`src/rtl/mdr_operand_loader.sv`:
```
// Operand-load sequencer: steps through NUM_CH channels on the load button, then launches the MDR core.
// Optional WAIT_LOAD timeout is built when LOADER_TIMEOUT_EN is defined.
module mdr_operand_loader #(
  parameter int NUM_CH         = 2,
  parameter int TIMEOUT_CYCLES = 50_000_000,
  localparam int CW            = (NUM_CH > 1) ? $clog2(NUM_CH) : 1
) (
  input  logic              clk,
  input  logic              reset,
  input  logic              start,
  input  logic              load,
  input  logic              clear,
  input  logic              ready,
  output logic [NUM_CH-1:0] load_led,
  output logic [NUM_CH-1:0] load_en,
  output logic [CW-1:0]     ch_idx,
  output logic              flag_start,
  output logic              busy,
  output logic              timeout
);

  typedef enum logic [2:0] {
    S_IDLE      = 3'd0,
    S_ARM       = 3'd1,
    S_WAIT_LOAD = 3'd2,
    S_LOADING   = 3'd3,
    S_LAUNCH    = 3'd4,
    S_RUN       = 3'd5
  } state_t;

  localparam logic [CW-1:0] LAST_CH = CW'(NUM_CH - 1);

  state_t          state_q, state_d;
  logic [CW-1:0]   ch_idx_q, ch_idx_d;
  logic            first_q, first_d;
  logic [NUM_CH-1:0] ch_onehot;

`ifdef LOADER_TIMEOUT_EN
  localparam int TW = $clog2(TIMEOUT_CYCLES);
  localparam logic [TW-1:0] CNT_LAST = TW'(TIMEOUT_CYCLES - 1);

  logic [TW-1:0] cnt_q, cnt_d;
  logic          timeout_q, timeout_d;
  logic          cnt_expired;

  assign cnt_expired = (cnt_q == CNT_LAST);
`else
  localparam int unused_timeout_cycles = TIMEOUT_CYCLES;
`endif

  // State register
  always_ff @(posedge clk or negedge reset) begin
    if (!reset) begin
      state_q  <= S_IDLE;
      ch_idx_q <= '0;
      first_q  <= 1'b0;
    end else begin
      state_q  <= state_d;
      ch_idx_q <= ch_idx_d;
      first_q  <= first_d;
    end
  end

  // Next-state logic; clear overrides everything outside IDLE
  always_comb begin
    state_d  = state_q;
    ch_idx_d = ch_idx_q;
    first_d  = 1'b0;
`ifdef LOADER_TIMEOUT_EN
    timeout_d = timeout_q;
`endif
    if (clear && state_q != S_IDLE) begin
      state_d  = S_IDLE;
      ch_idx_d = '0;
    end else begin
      case (state_q)
        S_IDLE: begin
          ch_idx_d = '0;
          if (start) begin
            state_d = S_ARM;
`ifdef LOADER_TIMEOUT_EN
            timeout_d = 1'b0;
`endif
          end
        end
        S_ARM: begin
          if (!start) begin
            state_d  = S_WAIT_LOAD;
            ch_idx_d = '0;
          end
        end
        S_WAIT_LOAD: begin
`ifdef LOADER_TIMEOUT_EN
          if (cnt_expired) begin
            state_d   = S_IDLE;
            ch_idx_d  = '0;
            timeout_d = 1'b1;
          end else if (load) begin
            state_d = S_LOADING;
            first_d = 1'b1;
          end
`else
          if (load) begin
            state_d = S_LOADING;
            first_d = 1'b1;
          end
`endif
        end
        S_LOADING: begin
          if (!load) begin
            if (ch_idx_q == LAST_CH) begin
              state_d = S_LAUNCH;
            end else begin
              state_d  = S_WAIT_LOAD;
              ch_idx_d = ch_idx_q + CW'(1);
            end
          end
        end
        S_LAUNCH: begin
          state_d = S_RUN;
        end
        S_RUN: begin
          if (ready) begin
            state_d  = S_IDLE;
            ch_idx_d = '0;
          end
        end
        default: begin
          state_d  = S_IDLE;
          ch_idx_d = '0;
        end
      endcase
    end
  end

`ifdef LOADER_TIMEOUT_EN
  // Counter restarts from zero on every entry to WAIT_LOAD
  always_comb begin
    cnt_d = '0;
    if (state_q == S_WAIT_LOAD && state_d == S_WAIT_LOAD) begin
      cnt_d = cnt_q + TW'(1);
    end
  end

  always_ff @(posedge clk or negedge reset) begin
    if (!reset) begin
      cnt_q     <= '0;
      timeout_q <= 1'b0;
    end else begin
      cnt_q     <= cnt_d;
      timeout_q <= timeout_d;
    end
  end

  assign timeout = timeout_q;
`else
  assign timeout = 1'b0;
`endif

  for (genvar gi = 0; gi < NUM_CH; gi++) begin : g_onehot
    assign ch_onehot[gi] = (ch_idx_q == CW'(gi));
  end

  // Moore outputs decoded from registered state only
  always_comb begin
    load_led   = '0;
    load_en    = '0;
    flag_start = 1'b0;
    busy       = (state_q != S_IDLE);
    ch_idx     = ch_idx_q;
    case (state_q)
      S_WAIT_LOAD: load_led   = ch_onehot;
      S_LOADING:   load_en    = first_q ? ch_onehot : '0;
      S_LAUNCH:    flag_start = 1'b1;
      default:     ;
    endcase
  end

endmodule

```
`config.mk`:
```
export PLATFORM = sky130hd
export DESIGN_NAME = mdr_operand_loader
export DESIGN_NICKNAME = d
export VERILOG_FILES = /design/src/rtl/mdr_operand_loader.sv
export SDC_FILE = /design/constraint.sdc
export NUM_CORES = 1
export LEC_CHECK = 0
export ABC_CLOCK_PERIOD_IN_PS = 2400
export CORE_AREA = 3 3 40 42
export DETAILED_ROUTE_END_ITERATION = 12
export DIE_AREA = 0 0 43 45
export PLACE_DENSITY = 0.61
export SLEW_MARGIN = 20
export SYNTH_ARGS = -nofsm -noshare
export SYNTH_HDL_FRONTEND = slang
export SYNTH_SLANG_ARGS = --single-unit
export TNS_END_PERCENT = 100
```
`constraint.sdc`:
```
create_clock -name clk -period 2.4 [get_ports clk]
set_input_delay 0.36 -clock clk [delete_from_list [all_inputs] [get_ports clk]]
set_output_delay 0.36 -clock clk [all_outputs]
set_load 0.1 [all_outputs]
```
==> flow_summary.json <==
{
  "status": "complete, no violations",
  "synth-edff-count": 0,
  "synth_most_common_cell": "nor2_1",
  "synthCells": 52,
  "max_freq_mhz": 514,
  "ys_warn_count": 0,
  "final_antenna_net_count": 0,
  "avgSynthCellArea_um2": 7.72,
  "nets": 71,
  "worst_ir_drop_vdd_v": 0.000879,
  "htree_levels": 1,
  "synthesis.nets": 58,
  "fp.dieH_um": 45,
  "holdBufCountCts": 0,
  "dr_total_vias": 387,
  "grt_usage_pct": 10.7,
  "setup_tns_ps": 0,
  "clk_pin_slew_ps": 50,
  "yosys.area.top_type": "dfrtp_1",
  "via_per_inst": 4.90,
  "ys_ff_latch": 5,
  "required_ps": 2040,
  "ios": 14,
  "cts_resized": 0,
  "die_area_mm2": 0.00194,
  "powerDensity_mw_per_mm2": 1160,
  "fp-row-count": 13,
  "clkSinkCount": 5,
  "dp_hpwl_um": 646,
  "critPathKind": "reg -> out",
  "p_leak_nw": 0.262,
  "post_cts_buffers": 0,
  "cts-root-buf": "clkbuf_4",
  "wl_um": 994,
  "dpl.cell_count": 75,
  "netlist_area_um2": 402,
  "wl_per_cell_um": 12.6,
  "finalHoldViolCount": 0,
  "clock_path_buffers": 2,
  "synthArstFlopShare_pct": 100,
  "place.gp.congestion": 0.822,
  "seq_area_frac_synth_pct": 31.2,
  "n_antenna_cell": 0,
  "grt-ovfl-total": 0,
  "synth.distinct_cells": 26,
  "critPathMaxFanout": 16,
  "fin_crit_ps": 1950,
  "hold_class": "in -> async",
  "cap_violations": 0,
  "start_util_pct": 31.3,
  "clkLatencyLatePin_ps": 240,
  "grt_pass1_wl_um": 1460,
  "die_w_um": 43,
  "finalNonFillerCells": 79,
  "synth_top_area_share_pct": 31.2,
  "start_kind": "register",
  "cp.arrival_ps": 1590,
  "setup_violations": 0,
  "timing.final.crit_share_pct": 81.1,
  "layout-drive-gt1-share_pct": 17.2,
  "synthTopCellsByCount": "nor2_1, a21oi_1, dfrtp_1, nand2b_1",
  "syn2layout_area_growth_pct": 37.7,
  "drtIter0Drc": 8,
  "ys_top_cells_by_area": "dfrtp_1, nor2_1, a21oi_1",
  "core-area_mm2": 0.00128,
  "drtPass1Iterations": 4,
  "rsz0062_at_grt": "false",
  "drc": 0,
  "finalClockSkew_ps": 5.67,
  "final-max-slew-violation-count": 0,
  "cts_buffers": 3,
  "antenna_found_initial": 0,
  "ys.flop_type": "dfrtp_1",
  "cts_tree": "done",
  "worst_hold_slack_ps": 326,
  "end_kind": "output pin",
  "grt_max_degree": 17,
  "grt_pass1_vias": 349,
  "io_buffers": 12
}
final timing paths:
| path | start | endpoint | slack (ps) | cells after the start |
|---|---|---|---|---|
| max | state_q[1]$_DFFE_PN0P_ | load_en[0] | 450 | 4 |
| min | reset | ch_idx$_DFFE_PN0P_ | 330 | 1 |
| max reg2reg | state_q[2]$_DFFE_PN0P_ | state_q[2]$_DFFE_PN0P_ | 710 | 4 |
| min reg2reg | ch_idx$_DFFE_PN0P_ | ch_idx$_DFFE_PN0P_ | 760 | 1 |
| max in group asynchronous | reset | state_q[0]$_DFFE_PN0P_ | 1890 | 1 |
| min in group clk | ch_idx$_DFFE_PN0P_ | ch_idx$_DFFE_PN0P_ | 760 | 1 |
critical path, stage by stage (launching register included):
cell	delay, ps
dfrtp_1	590
and3b_1	310
nand2_1	70
nor2_1	170
buf_12	200
flip-flops by register name, indices dropped and copies added (netlist names):
signal and count:
ch_idx 1, state_q 3, first_q 1
power breakdown:
| group | leakage [nW] | switching, mW | total, mW | internal, mW |
|---|---|---|---|---|
| Combinational | 0.181 | 0.261 | 0.373 | 0.112 |
| Sequential | 0.0660 | 0.0669 | 0.173 | 0.107 |
| Clock | 0.0150 | 0.0346 | 0.0974 | 0.0628 |
| Total | 0.262 | 0.362 | 0.643 | 0.281 |
cell usage in the layout, fill, tap and decap left out:
master / netlist / layout
o21ai_0: 1 / 1
nand3_2: 1 / 1
o21ai_1: 1 / 1
or3_1: 1 / 1
nor3b_1: 2 / 2
o211ai_1: 1 / 1
inv_1: 2 / 2
mux2_1: 2 / 2
nor2_1: 9 / 9
a31oi_1: 1 / 1
nor3_1: 1 / 1
dfrtp_1: 5 / 5
nand2b_1: 4 / 4
o221a_1: 1 / 1
a21oi_1: 5 / 5
and3b_1: 1 / 1
buf_12: 0 / 2
nand2_1: 2 / 2
clkbuf_1: 1 / 1
buf_4: 1 / 5
nand3_1: 2 / 2
a2111o_1: 1 / 1
conb_1: 1 / 1
a2bb2oi_1: 1 / 1
nand3b_1: 1 / 1
clkdlybuf4s50_1: 0 / 5
clkbuf_4: 0 / 3
and3_1: 2 / 2
stage by stage:
stage	setup WS, ps	total power [mW]	cell area (um^2)	util [%]
after detailed placement	475	0.543	527	41.0
after floorplan	-166	0.471	402	-
after global routing	360	0.680	553	43.0
final	454	0.643	553	43.0
after CTS	447	0.646	553	43.0
after global placement	472	0.546	527	41.0
layout make-up:
class | instances | area (um^2)
clock buffer | 4 | 26.3
fill | 142 | 732
inverter | 2 | 7.51
multi-input combinational | 41 | 248
sequential | 5 | 125
tap | 15 | 18.8
timing repair buffer | 12 | 128
metal layers:
layer	part of all wire, %	global-route usage [%]
met5	0	0
met4	0	10.8
met3	5.3	0
met2	47	17.1
met1	47	13.0
cells by family (layout without fill, tap and decap cells):
| family | count (synthesis) | in the layout | share of synthesized area [%] |
|---|---|---|---|
| mux | 2 | 2 | 5.61 |
| flops | 5 | 5 | 31.2 |
| simple gates | 26 | 26 | 35.2 |
| buf+inv | 6 | 18 | 7.17 |
| compound gates | 12 | 12 | 19.9 |
| other cells | 1 | 1 | 0.934 |
Note: power is estimated with default switching activity, not from simulation.
